==> src/rtl/mult_pkg.sv <==
// Shared types, sizes and arithmetic helpers for the Booth/Wallace multiplier.
package mult_pkg;

  localparam int OP_W   = 8;
  localparam int PROD_W = 16;
  localparam int NUM_PP = 4;

  typedef enum logic [2:0] {
    BS_ZERO,
    BS_POS1,
    BS_POS2,
    BS_NEG1,
    BS_NEG2
  } booth_sel_t;

  typedef struct packed {
    logic [PROD_W-1:0] s;
    logic [PROD_W-1:0] c;
  } csa_t;

  // Radix-4 Booth digit from {b[2i+1], b[2i], b[2i-1]}.
  function automatic booth_sel_t booth_decode(input logic [2:0] bits);
    booth_sel_t sel;
    case (bits)
      3'b001, 3'b010: sel = BS_POS1;
      3'b011:         sel = BS_POS2;
      3'b100:         sel = BS_NEG2;
      3'b101, 3'b110: sel = BS_NEG1;
      default:        sel = BS_ZERO;
    endcase
    return sel;
  endfunction

  // 3:2 carry-save compressor: bitwise full adders, carries moved up one weight.
  function automatic csa_t csa(input logic [PROD_W-1:0] x,
                               input logic [PROD_W-1:0] y,
                               input logic [PROD_W-1:0] z);
    csa_t r;
    r.s = x ^ y ^ z;
    r.c = ((x & y) | (x & z) | (y & z)) << 1;
    return r;
  endfunction

endpackage

==> src/rtl/booth_pp_gen.sv <==
// One Booth partial-product row: selects 0/+-A/+-2A, sign-extends to the
// product width, inverts for negative digits and shifts to weight 4^IDX.
module booth_pp_gen
  import mult_pkg::*;
#(
  parameter int unsigned IDX = 0
) (
  input  logic [2:0]        bits_i,
  input  logic [OP_W-1:0]   a_i,
  output logic [PROD_W-1:0] row_o,
  output logic              neg_o
);

  booth_sel_t        sel;
  logic [PROD_W-1:0] a_ext;
  logic [PROD_W-1:0] mag;

  // Digit select; the +1 of two's-complement negation is returned via neg_o.
  always_comb begin
    sel   = booth_decode(bits_i);
    a_ext = {{(PROD_W-OP_W){a_i[OP_W-1]}}, a_i};
    mag   = '0;
    neg_o = 1'b0;
    case (sel)
      BS_POS1: mag = a_ext;
      BS_POS2: mag = a_ext << 1;
      BS_NEG1: begin mag = a_ext;      neg_o = 1'b1; end
      BS_NEG2: begin mag = a_ext << 1; neg_o = 1'b1; end
      default: mag = '0;
    endcase
    row_o = (neg_o ? ~mag : mag) << (2 * IDX);
  end

endmodule

==> src/rtl/booth_wallace_multiplier_seq.sv <==
// Signed 8x8 -> 16 pipelined multiplier: Booth rows + CSA tree in stage 1,
// carry-propagate add in stage 2. Two-cycle latency, one pair per cycle.
module booth_wallace_multiplier_seq
  import mult_pkg::*;
#(
  parameter int WIDTH = 8
) (
  input  logic               clk,
  input  logic               rst,
  input  logic               en,
  input  logic [WIDTH-1:0]   A,
  input  logic [WIDTH-1:0]   B,
  output logic [2*WIDTH-1:0] P,
  output logic               valid
);

  if (WIDTH != OP_W) begin : g_width_check
    $error("booth_wallace_multiplier_seq supports WIDTH=8 only");
  end

  logic [OP_W:0]     b_ext;
  logic [PROD_W-1:0] pp_row [NUM_PP];
  logic [NUM_PP-1:0] pp_neg;
  logic [PROD_W-1:0] corr_row;
  csa_t              l1, l2, l3;

  logic [PROD_W-1:0] sum_q, sum_d;
  logic [PROD_W-1:0] carry_q, carry_d;
  logic              v1_q, v1_d;
  logic [PROD_W-1:0] p_q, p_d;
  logic              valid_q, valid_d;

  // Implicit b[-1] = 0 sits at b_ext[0].
  assign b_ext = {B, 1'b0};

  for (genvar i = 0; i < NUM_PP; i++) begin : g_pp
    booth_pp_gen #(.IDX(i)) u_pp (
      .bits_i(b_ext[2*i +: 3]),
      .a_i   (A),
      .row_o (pp_row[i]),
      .neg_o (pp_neg[i])
    );
  end

  // Correction row plus three CSA levels reduce five rows to sum/carry.
  always_comb begin
    corr_row = '0;
    for (int unsigned i = 0; i < NUM_PP; i++) begin
      corr_row[2*i] = pp_neg[i];
    end
    l1 = csa(pp_row[0], pp_row[1], pp_row[2]);
    l2 = csa(l1.s, l1.c, pp_row[3]);
    l3 = csa(l2.s, l2.c, corr_row);
  end

  // Next-state for both stages; data registers hold when their stage is idle.
  always_comb begin
    sum_d   = en ? l3.s : sum_q;
    carry_d = en ? l3.c : carry_q;
    v1_d    = en;
    p_d     = v1_q ? (sum_q + carry_q) : p_q;
    valid_d = v1_q;
  end

  // Pipeline registers, cleared immediately on reset.
  always_ff @(posedge clk or negedge rst) begin
    if (!rst) begin
      sum_q   <= '0;
      carry_q <= '0;
      v1_q    <= 1'b0;
      p_q     <= '0;
      valid_q <= 1'b0;
    end else begin
      sum_q   <= sum_d;
      carry_q <= carry_d;
      v1_q    <= v1_d;
      p_q     <= p_d;
      valid_q <= valid_d;
    end
  end

  assign P     = p_q;
  assign valid = valid_q;

endmodule

==> config.mk <==
export PLATFORM = sky130hd
export DESIGN_NAME = booth_wallace_multiplier_seq
export DESIGN_NICKNAME = d
export VERILOG_FILES = /design/src/rtl/mult_pkg.sv /design/src/rtl/booth_pp_gen.sv /design/src/rtl/booth_wallace_multiplier_seq.sv
export SDC_FILE = /design/constraint.sdc
export NUM_CORES = 1
export LEC_CHECK = 0
export ABC_CLOCK_PERIOD_IN_PS = 5900
export BUFFER_PORTS_ARGS = -buffer_cell sky130_fd_sc_hd__clkbuf_2
export CAP_MARGIN = 0
export CORE_MARGIN = 3
export CORE_UTILIZATION = 40
export CTS_BUF_LIST = sky130_fd_sc_hd__clkbuf_8 sky130_fd_sc_hd__clkbuf_16
export DETAILED_ROUTE_END_ITERATION = 7
export GPL_ROUTABILITY_DRIVEN = 1
export PLACE_DENSITY = 0.64
export SETUP_SLACK_MARGIN = 0.15
export SYNTH_ARGS = -nofsm -noshare
export SYNTH_HDL_FRONTEND = slang
export SYNTH_SLANG_ARGS = --single-unit
==> constraint.sdc <==
create_clock -name clk -period 5.9 [get_ports clk]
set_input_delay 0.885 -clock clk [delete_from_list [all_inputs] [get_ports clk]]
set_output_delay 0.885 -clock clk [all_outputs]
set_load 0.03 [all_outputs]
# Word-level counts from Yosys, hierarchy flattened
# Cells that the tools add are included.
[totals]
input_bits = 19
word_cells = 102
out_inout_bits = 17
register_bits = 49
[classes]
reduce_logical = 18
n_eq_ne = 37
n_mux = 16
n_addsub = 1
n_bitwise = 25
[ops]
columns = ["cell", "count"]
rows = [
  ["15-bit bitwise AND", 7],
  ["15-bit bitwise OR", 6],
  ["16-bit bitwise XOR", 5],
  ["3-bit by 2-bit equality test with 1-bit output (second input constant)", 14],
  ["3-bit equality test (second input constant)", 13],
  ["3-bit case mux with 4 select lines", 3],
  ["2-bit OR reduction", 18],
  ["16-bit case mux with 2 select lines", 1],
  ["15-bit by 7-bit bitwise AND with 15-bit output", 2],
  ["14-bit case mux with 2 select lines", 1],
  ["12-bit case mux with 2 select lines", 1],
  ["3-bit by 1-bit equality test with 1-bit output (second input constant)", 7],
  ["10-bit case mux with 2 select lines", 1],
  ["16-bit adder", 1],
  ["16-bit 2-to-1 mux", 1],
  ["16-bit NOT", 1],
  ["16-bit by 7-bit bitwise XOR with 16-bit output", 1],
  ["14-bit 2-to-1 mux", 1],
  ["14-bit NOT", 1],
  ["12-bit 2-to-1 mux", 1],
  ["12-bit NOT", 1],
  ["10-bit 2-to-1 mux", 1],
  ["10-bit NOT", 1],
  ["3-bit case mux with 3 select lines", 1],
  ["other kinds (3)", 7],
]

# Longest topological paths before layout
# Gate-level depths: netlist (run 1).
[logic_depth]
depth_word = 17
mapped_depth = 11
mapped_depth_nobuf = 10

# Hierarchy
# A second synthesis (run 1) with hierarchy kept.
[hier_totals]
hier_cells = 484
area_unflattened_um2 = 4893.4
[by_module_without_submodules]
columns = ["module", "seq_area_each_um2", "area_each_um2", "cells_per_inst", "n_inst"]
rows = [
  ["booth_wallace_multiplier_seq", 1226.2, 3535.9, 313, 1],
  ["booth_pp_gen (g_pp[1].u_pp ...)", 0.0, 340.3, 43, 3],
  ["booth_pp_gen (g_pp[0].u_pp)", 0.0, 336.6, 42, 1],
]

# Worst setup path before layout (run 1)
# No wires, ideal clock.
[synth_timing]
kind = "input to register"
from = "input port B[1]"
to = "register sum_q[14]"
t_required_ps = 5775
setup_time_ps = 125
path_stages = 8
t_arrival_ps = 3744
n_path_buf = 2
slack_ps = 2031
cell_sequence = "buf_2 inv_1 clkbuf_1 o21ai_0 fa_1 fa_1 ha_1 mux2_2"
[synth_rtl]
columns = ["element", "line", "text"]
rows = [
  ["start: declaration", "booth_wallace_multiplier_seq.sv:12", "input logic [WIDTH-1:0] B,"],
  ["end signal: assignment", "booth_wallace_multiplier_seq.sv:74", "sum_q <= sum_d;"],
  ["end: declaration", "booth_wallace_multiplier_seq.sv:27", "logic [PROD_W-1:0] sum_q, sum_d;"],
]

==> flow_metrics.py, run 1 <==
metrics = {
    "global_route": {
        "grt_start_max_net_pins": 48,
        "grt_pass1_wl_um": 13400,
        "grtUsageTotal": 0.146,
        "antenna_found_initial": 0,
        "grt-ovfl-total": 0,
        "grt_pass1_vias": 2886,
    },
    "clock_network": {
        "cts-root-buf": "clkbuf_8",
        "insertion_delay_ps": 300,
        "cts_htree_levels": 2,
        "hold_buffers": 0,
        "clockBufferDepth": 2,
        "postCtsSetupBuffers": 0,
        "cts_buffers": 5,
        "clock-sinks": 47,
        "clk_pin_slew_worst_paths_ps": 90,
        "cts_tree": "yes",
        "cts_resized": 0,
    },
    "floorplan": {
        "coreArea_sq_um": 9460,
        "initial_core_util": 0.420,
        "num_rows": 35,
        "die_h_um": 106,
        "die-area_sq_um": 11200,
        "ios": 36,
        "die_w_um": 106,
    },
    "sta": {
        "min_period_ps": 3990,
        "slew_violations": 0,
        "finalSetupTns_ps": 0,
        "tightest_slew_ps": 1150,
        "timing.final.ws_setup_ps": 1910,
        "finClkSkew_ps": 6.61,
        "hold_viol": 0,
        "rsz0062_at_grt": "no",
        "setup_viol": 0,
        "period_share": 0.677,
        "slew_headroom": 0.225,
        "timing.fmax_ghz": 0.251,
    },
    "detailed_routing": {
        "ant_nets": 0,
        "drtIter0Drc": 110,
        "avgRoutedWirePerCell_um": 14.1,
        "drt_pass1_iterations": 4,
        "route.detailed.vias_per_inst": 5.29,
        "routed_wl_um": 7720,
        "vias": 2895,
        "drc": 0,
    },
    "final_layout": {
        "fin_area_sq_um": 4300,
        "layout-drive-gt1-share": 0.218,
        "fin_util": 0.454,
        "antenna_cells": 0,
        "syn_to_final_growth_pct": 8.13,
        "nets": 485,
    },
    "logic_synthesis": {
        "yosys_register_bits": 47,
        "yosysSeqAreaShare": 0.296,
        "synth_area_per_cell_sq_um": 9.88,
        "synthCells": 402,
        "ys_types": 45,
        "yosys_warnings": 0,
        "synth_area_sq_um": 3970,
        "synth_nets": 470,
        "yosys_most_used_dff": "dfrtp_1",
        "async_reset_ff_frac": 1.00,
        "synth-edff-count": 0,
    },
    "setup_path": {
        "start_kind": "input port",
        "end_kind": "flop",
        "arrival_ps": 4190,
        "crit_fanout": 16,
        "path_class": "in -> reg",
        "timing.reg2reg.setup_slack_ps": 3830,
        "critPathRequiredTime_ps": 6090,
    },
    "power_and_ir_drop": {
        "leakage_nw": 1.98,
        "seq_power_share": 0.309,
        "p_int_w": 0.000967,
        "power_frac_comb": 0.570,
        "clock_power_share": 0.122,
        "p_switching_w": 0.000732,
        "vdd_drop_max_uv": 171,
        "p_sw_frac": 0.431,
        "power_density_nw_per_um2": 396,
    },
    "placed_design": {
        "dp_slack_ps": 1590,
        "portBuffers": 35,
        "hpwl_um": 6050,
        "place.gp.congestion": 0.823,
        "dpl_cell_area_sq_um": 4200,
    },
    "job": {
        "cap_violations": 0,
    },
    "run_status": {
        "status": "complete, no violations",
    },
    "hold_path": {
        "min_path_type": "reg -> reg",
    },
}
-- per-stage QoR --
stage                     hold WS, ps  cells  total power (W)
after floorplan                   429    402          0.00130
after global placement            490    539          0.00149
after detailed placement          495    539          0.00151
after CTS                         515    547          0.00172
after global routing              534    547          0.00187
final                             511    547          0.00170
-- final timing paths --
check | depth (start not counted) | start | to
setup / recovery | 9 | B[1] | sum_q[6]
hold / removal | 1 | sum_q[0] | sum_q[0]
setup reg to reg | 6 | sum_q[3] | P[14]
hold reg to reg | 1 | sum_q[0] | sum_q[0]
max in group asynchronous | 2 | rst | P[9]
min in group asynchronous | 2 | rst | sum_q[1]
-- cells by family (layout without fill, tap and decap cells) --
family	Yosys count	in the layout	share of synthesized area
compound gates	89	89	0.159
simple gates	70	70	0.0775
buf+inv	61	77	0.0614
fa+ha+maj	49	49	0.192
xor+xnor	47	47	0.104
flops	47	47	0.296
mux	39	39	0.111
-- worst max-delay path, cell delays in order --
cell and delay (ps):
clkbuf_2 320, inv_1 260, nor3_1 670, a22oi_1 180
o21ai_0 140, fa_1 480, fa_1 570, fa_1 410
mux2_2 260
-- placed cells by master (no fill, tap or decap), drive strengths merged, types with 19 or more instances in the layout --
cell    instances
clkbuf         41
o21ai          24
xnor2          19
xor2           28
mux2           39
inv            33
fa             20
dfrtp          47
a21oi          20
ha             29
nor2           30
nand2          20
-- layer usage --
layer,routed length [um],up-vias,part of all wire,track usage
met5,0,-,0,0
met4,112,0,0.015,0.0315
met3,377,12,0.049,0.0294
met2,3770,69,0.49,0.252
met1,3460,1410,0.45,0.188
li1,-,1404,-,-
-- state kept, by name, indices dropped and copies added, names as in the netlist --
| signal | cells |
|---|---|
| sum_q | 16 |
| valid | 1 |
| carry_q | 13 |
| P | 16 |
| v1_q | 1 |
-- power by group through the flow --
stage          registers, W  clock network, W  logic, W
6_report           0.000525          0.000206  0.000968
5_1_grt            0.000544          0.000226   0.00110
4_1_cts            0.000528          0.000213  0.000982
3_5_place_dp       0.000534                 0  0.000978
3_3_place_gp       0.000531                 0  0.000960
2_1_floorplan      0.000619                 0  0.000681
-- Yosys cell counts (all sizes together), types with 3 or more instances --
cell type / number / area (sq um)
a211oi: 9 / 72.6
a21boi: 3 / 22.5
a21oi: 20 / 108
a22oi: 12 / 90.1
and2: 4 / 25.0
buf: 12 / 58.8
clkbuf: 16 / 61.3
dfrtp: 47 / 1180
fa: 20 / 400
ha: 29 / 363
inv: 33 / 124
mux2: 39 / 439
nand2: 20 / 75.1
nand3: 7 / 35.0
nor2: 30 / 113
o211ai: 3 / 27.5
o21ai: 24 / 131
o31ai: 7 / 52.6
xnor2: 19 / 166
xor2: 28 / 245
-- cell type report --
class | count | area (sq um)
Inverter | 33 | 124
Sequential cell | 47 | 1180
Timing Repair Buffer | 36 | 183
Multi-Input combinational cell | 294 | 2550
Clock inverter | 2 | 16.3
Clock buffer | 6 | 82.6
Tap cell | 129 | 161
Fill cell | 938 | 5160
Note: power is estimated with default switching activity, not from simulation.
==> inputs of run 2 (changes only) <==
--- a/config.mk
+++ b/config.mk
@@ -5,7 +5,7 @@
 export SDC_FILE = /design/constraint.sdc
 export NUM_CORES = 1
 export LEC_CHECK = 0
-export ABC_CLOCK_PERIOD_IN_PS = 5900
+export ABC_CLOCK_PERIOD_IN_PS = 3500
 export BUFFER_PORTS_ARGS = -buffer_cell sky130_fd_sc_hd__clkbuf_2
 export CAP_MARGIN = 0
 export CORE_MARGIN = 3
@@ -13,7 +13,7 @@
 export CTS_BUF_LIST = sky130_fd_sc_hd__clkbuf_8 sky130_fd_sc_hd__clkbuf_16
 export DETAILED_ROUTE_END_ITERATION = 7
 export GPL_ROUTABILITY_DRIVEN = 1
-export PLACE_DENSITY = 0.64
+export PLACE_DENSITY = 0.67
 export SETUP_SLACK_MARGIN = 0.15
 export SYNTH_ARGS = -nofsm -noshare
 export SYNTH_HDL_FRONTEND = slang
==> constraint.sdc (replaced) <==
create_clock -name clk -period 3.5 [get_ports clk]
set_input_delay 0.525 -clock clk [delete_from_list [all_inputs] [get_ports clk]]
set_output_delay 0.525 -clock clk [all_outputs]
set_load 0.03 [all_outputs]
==> run 2 against run 1 <==
Flip-flop and latch count is the same. First-iteration DRC count grew 96%. Largest power group unchanged. Cell count grew 1.8%. Design area grew 1.4%. Hold slack lost 310 ps. Sequential power grew 69%. Highest routed layer unchanged. Critical endpoint unchanged.
==> flow_metrics.py, run 2 (synthesis gave the netlist of run 1 again) <==
metrics = {
    "setup_path": {
        "crit_fanout": 12,
        "critPathRequiredTime_ps": 3690,
        "slowest_delay_ps": 570,
        "critical-path-slowest-cell": "fa_1",
        "end_kind": "flop",
        "path_cells": "clkbuf_2, nand2_1, nor2_1, a221o_1, fa_1, fa_1, fa_1, mux2_2",
        "arrival_ps": 3250,
        "start_kind": "input port",
        "crit_path_frequent_cell": "fa_1",
        "path_class": "in -> reg",
    },
    "global_route": {
        "grtUsageTotal": 0.153,
        "grt_pass1_vias": 2998,
        "grt-ovfl-total": 0,
        "grt_start_max_net_pins": 33,
        "grt_pass1_wl_um": 14100,
        "antenna_found_initial": 0,
    },
    "clock_network": {
        "cts_buffers": 5,
        "hold_buffers": 0,
        "clockBufferDepth": 2,
        "cts_resized": 0,
        "clock-sinks": 47,
        "postCtsSetupBuffers": 0,
        "insertion_delay_ps": 300,
        "clk_pin_slew_worst_paths_ps": 80,
        "cts-root-buf": "clkbuf_8",
        "cts_tree": "yes",
        "cts_htree_levels": 2,
    },
    "sta": {
        "tightest_slew_ps": 804,
        "timing.final.ws_setup_ps": 441,
        "setup_viol": 0,
        "min_period_ps": 3060,
        "hold_viol": 0,
        "period_share": 0.874,
        "finalSetupTns_ps": 0,
        "finClkSkew_ps": 5.00,
        "timing.fmax_ghz": 0.327,
        "slew_headroom": 0.464,
        "rsz0062_at_grt": "no",
        "slew_violations": 0,
    },
    "floorplan": {
        "coreArea_sq_um": 9460,
        "die-area_sq_um": 11200,
        "die_h_um": 106,
        "die_w_um": 106,
        "initial_core_util": 0.420,
        "num_rows": 35,
        "ios": 36,
    },
    "final_layout": {
        "fin_util": 0.461,
        "final_cell_mix": "47 x dfrtp_1, 38 x mux2_2, 35 x clkbuf_2",
        "layout-drive-gt1-share": 0.234,
        "antenna_cells": 0,
        "final_common_cell": "dfrtp_1",
        "stdcell_count": 557,
        "syn_to_final_growth_pct": 9.67,
        "nFillCells": 929,
        "seq_area_sq_um": 1180,
        "nets": 495,
        "multi_input_area_sq_um": 2550,
    },
    "placed_design": {
        "portBuffers": 35,
        "dp_slack_ps": 146,
        "place.gp.congestion": 0.863,
        "dp_cells": 549,
        "hpwl_um": 6360,
    },
    "detailed_routing": {
        "drt_pass1_iterations": 4,
        "avgRoutedWirePerCell_um": 14.7,
        "drtIter0Drc": 216,
        "drc": 0,
        "routed_wl_um": 8160,
        "ant_nets": 0,
        "vias": 2980,
        "route.detailed.vias_per_inst": 5.35,
    },
    "power_and_ir_drop": {
        "vdd_drop_max_uv": 298,
        "power_density_nw_per_um2": 656,
        "leakage_nw": 2.03,
    },
    "run_status": {
        "status": "complete, no violations",
    },
    "hold_path": {
        "min_path_type": "in -> async",
    },
    "job": {
        "cap_violations": 0,
    },
}
-- run 2: per-layer routing --
metal / vias up / global-route usage / wire length (um)
li1: 1429 / - / -
met1: 1462 / 0.205 / 3600
met2: 75 / 0.260 / 4030
met3: 14 / 0.0269 / 427
met4: 0 / 0.0315 / 110
met5: - / 0 / 0
-- run 2: path summary, 6_finish.rpt --
kind | from | endpoint | slack, ps | depth (start not counted)
min in group clk | P[1] | P[1] | 510 | 1
hold reg to reg | P[1] | P[1] | 510 | 1
hold / removal | rst | sum_q[1] | 210 | 1
setup reg to reg | sum_q[3] | P[14] | 1400 | 6
setup / recovery | B[3] | sum_q[6] | 440 | 8
max in group asynchronous | rst | P[14] | 2540 | 2
-- run 2: critical path: cells and delay by family --
kind / cells / cell delay [ps]
simple gates: 2 / 530
buf+inv: 1 / 250
fa+ha+maj: 3 / 1420
compound gates: 1 / 240
mux: 1 / 270
-- run 2: area by class of cell --
cell class | instances | area share
clock buffers | 5 | 0.0158
inverters | 33 | 0.0284
repair buffers | 46 | 0.0592
flip-flops and latches | 47 | 0.270
well taps | 129 | 0.0370
multi-input cells | 294 | 0.586
clock inverters | 3 | 0.00373
-- run 2: through the flow --
step	hold WS, ps	power, W	instance area (sq um)
after floorplan	229	0.00219	3970
after global placement	490	0.00253	4270
after detailed placement	500	0.00257	4270
after CTS	222	0.00289	4360
after global routing	248	0.00314	4360
final	205	0.00286	4360
-- run 2: report_power, final --
group / switching (W) / internal, W
registers: 0.000128 / 0.000759
logic: 0.000936 / 0.000723
clock network: 0.000176 / 0.000137
total: 0.00124 / 0.00162
==> inputs of run 3 (changes only) <==
--- a/config.mk
+++ b/config.mk
@@ -8,12 +8,14 @@
 export ABC_CLOCK_PERIOD_IN_PS = 3500
 export BUFFER_PORTS_ARGS = -buffer_cell sky130_fd_sc_hd__clkbuf_2
 export CAP_MARGIN = 0
+export CELL_PAD_IN_SITES_DETAIL_PLACEMENT = 1
+export CELL_PAD_IN_SITES_GLOBAL_PLACEMENT = 1
 export CORE_MARGIN = 3
 export CORE_UTILIZATION = 40
 export CTS_BUF_LIST = sky130_fd_sc_hd__clkbuf_8 sky130_fd_sc_hd__clkbuf_16
 export DETAILED_ROUTE_END_ITERATION = 7
 export GPL_ROUTABILITY_DRIVEN = 1
-export PLACE_DENSITY = 0.67
+export PLACE_DENSITY = 0.8
 export SETUP_SLACK_MARGIN = 0.15
 export SYNTH_ARGS = -nofsm -noshare
 export SYNTH_HDL_FRONTEND = slang
==> run 3 against run 2 <==
Setup slack lost 77 ps. Clock skew grew 3.0 ps. Combinational power is essentially flat. Non-clock buffer count shrank 1. Critical path depth is the same. Critical endpoint unchanged. Largest cell class unchanged.
==> flow_metrics.py, run 3 (synthesis gave the netlist of run 1 again) <==
metrics = {
    "global_route": {
        "grt_start_max_net_pins": 33,
        "grt_pass1_vias": 3248,
        "grt-ovfl-total": 0,
        "antenna_found_initial": 0,
        "grt_pass1_wl_um": 15800,
        "grtUsageTotal": 0.173,
    },
    "sta": {
        "tightest_slew_ps": 853,
        "hold_viol": 0,
        "slew_violations": 0,
        "slew_headroom": 0.431,
        "min_period_ps": 3140,
        "finalSetupTns_ps": 0,
        "finClkSkew_ps": 7.99,
        "setup_viol": 0,
        "rsz0062_at_grt": "no",
        "timing.fmax_ghz": 0.319,
        "period_share": 0.896,
    },
    "clock_network": {
        "cts_resized": 0,
        "cts-root-buf": "clkbuf_8",
        "cts_htree_levels": 2,
        "cts_buffers": 5,
        "postCtsSetupBuffers": 0,
        "cts_tree": "yes",
        "hold_buffers": 0,
        "clock-sinks": 47,
        "insertion_delay_ps": 300,
        "clockBufferDepth": 2,
        "clk_pin_slew_worst_paths_ps": 90,
    },
    "power_and_ir_drop": {
        "power_density_nw_per_um2": 671,
        "vdd_drop_max_uv": 268,
        "total_power_w": 0.00292,
        "leakage_nw": 2.03,
    },
    "final_layout": {
        "stdcell_count": 556,
        "fin_util": 0.461,
        "final_common_cell": "dfrtp_1",
        "fin_area_sq_um": 4360,
        "nets": 494,
        "final_cell_mix": "47 x dfrtp_1, 38 x mux2_2, 35 x clkbuf_2",
        "syn_to_final_growth_pct": 9.73,
        "nFillCells": 1107,
        "layout-drive-gt1-share": 0.232,
        "antenna_cells": 0,
    },
    "floorplan": {
        "die_h_um": 106,
        "coreArea_sq_um": 9460,
        "initial_core_util": 0.420,
        "num_rows": 35,
        "ios": 36,
        "die_w_um": 106,
        "die-area_sq_um": 11200,
    },
    "setup_path": {
        "critPathLaunch": "B[3]",
        "end_kind": "flop",
        "critPathRequiredTime_ps": 3680,
        "start_kind": "input port",
        "timing.reg2reg.setup_slack_ps": 1370,
        "path_class": "in -> reg",
        "arrival_ps": 3320,
        "ff2ff_path_depth": 7,
        "worstSetupEndpoint": "sum_q[6]",
        "timing.rr.start": "sum_q[1]",
        "reg2reg_to": "P[15]",
        "crit_fanout": 13,
    },
    "detailed_routing": {
        "avgRoutedWirePerCell_um": 16.6,
        "route.detailed.vias_per_inst": 5.35,
        "routed_wl_um": 9230,
        "vias": 2977,
        "ant_nets": 0,
        "drtIter0Drc": 94,
        "drc": 0,
        "drt_pass1_iterations": 4,
    },
    "placed_design": {
        "dpl_cell_area_sq_um": 4260,
        "hpwl_um": 7310,
        "place.gp.congestion": 0.862,
        "dp_cells": 548,
        "portBuffers": 35,
    },
    "job": {
        "cap_violations": 0,
    },
    "run_status": {
        "status": "complete, no violations",
    },
    "hold_path": {
        "min_path_type": "in -> async",
    },
}
-- run 3: changes by cell type in the layout (fill, tap and decap cells not counted) --
cell and delta:
clkinvlp_4 -1, buf_4 -1, clkbuf_8 +1, clkinv_4 +1, clkinv_2 -1
-- run 3: worst max-delay path, stage by stage --
cell      delay (ps)
clkbuf_2         250
nand2_1          160
nor2_1           390
a221o_1          250
fa_1             450
fa_1             570
fa_1             420
mux2_2           280
-- run 3: per-stage QoR --
step | setup slack, ps | hold slack [ps]
5_1_grt | 233 | 277
3_3_place_gp | 194 | 485
2_1_floorplan | 189 | 229
6_report | 364 | 235
4_1_cts | 384 | 256
3_5_place_dp | 64.7 | 500
-- run 3: worst min path at each step --
| stage | startpoint | to | slack (ps) | depth (start not counted) |
|---|---|---|---|---|
| after global routing | rst | P[2] | 280 | 1 |
| after detailed placement | P[4] | P[4] | 500 | 1 |
| after floorplan | rst | P[0] | 230 | 0 |
| final | rst | sum_q[0] | 230 | 1 |
| after CTS | rst | sum_q[0] | 260 | 1 |
| after global placement | sum_q[0] | P[0] | 490 | 1 |
-- run 3: layout make-up --
class | count | area, sq um | share of cell area
Timing Repair Buffer | 45 | 250 | 0.0574
Clock inverter | 2 | 12.5 | 0.00287
Multi-Input combinational cell | 294 | 2550 | 0.586
Sequential cell | 47 | 1180 | 0.270
Clock buffer | 6 | 82.6 | 0.0189
Tap cell | 129 | 161 | 0.0370
Inverter | 33 | 124 | 0.0284
-- run 3: power by group --
| part | leakage, nW | switching (W) | internal (W) |
|---|---|---|---|
| Combinational | 1.41 | 0.000963 | 0.000726 |
| Clock | 0.0526 | 0.000184 | 0.000159 |
| Sequential | 0.568 | 0.000132 | 0.000759 |
| Total | 2.03 | 0.00128 | 0.00164 |
-- run 3: per-layer routing --
layer  global-route usage  vias to the layer above  wire length [um]
li1                     -                     1425                 -
met1                0.221                     1517              4050
met2                0.316                       31              4880
met3               0.0288                        4               261
met4               0.0176                        0                36
met5                    0                        -                 0
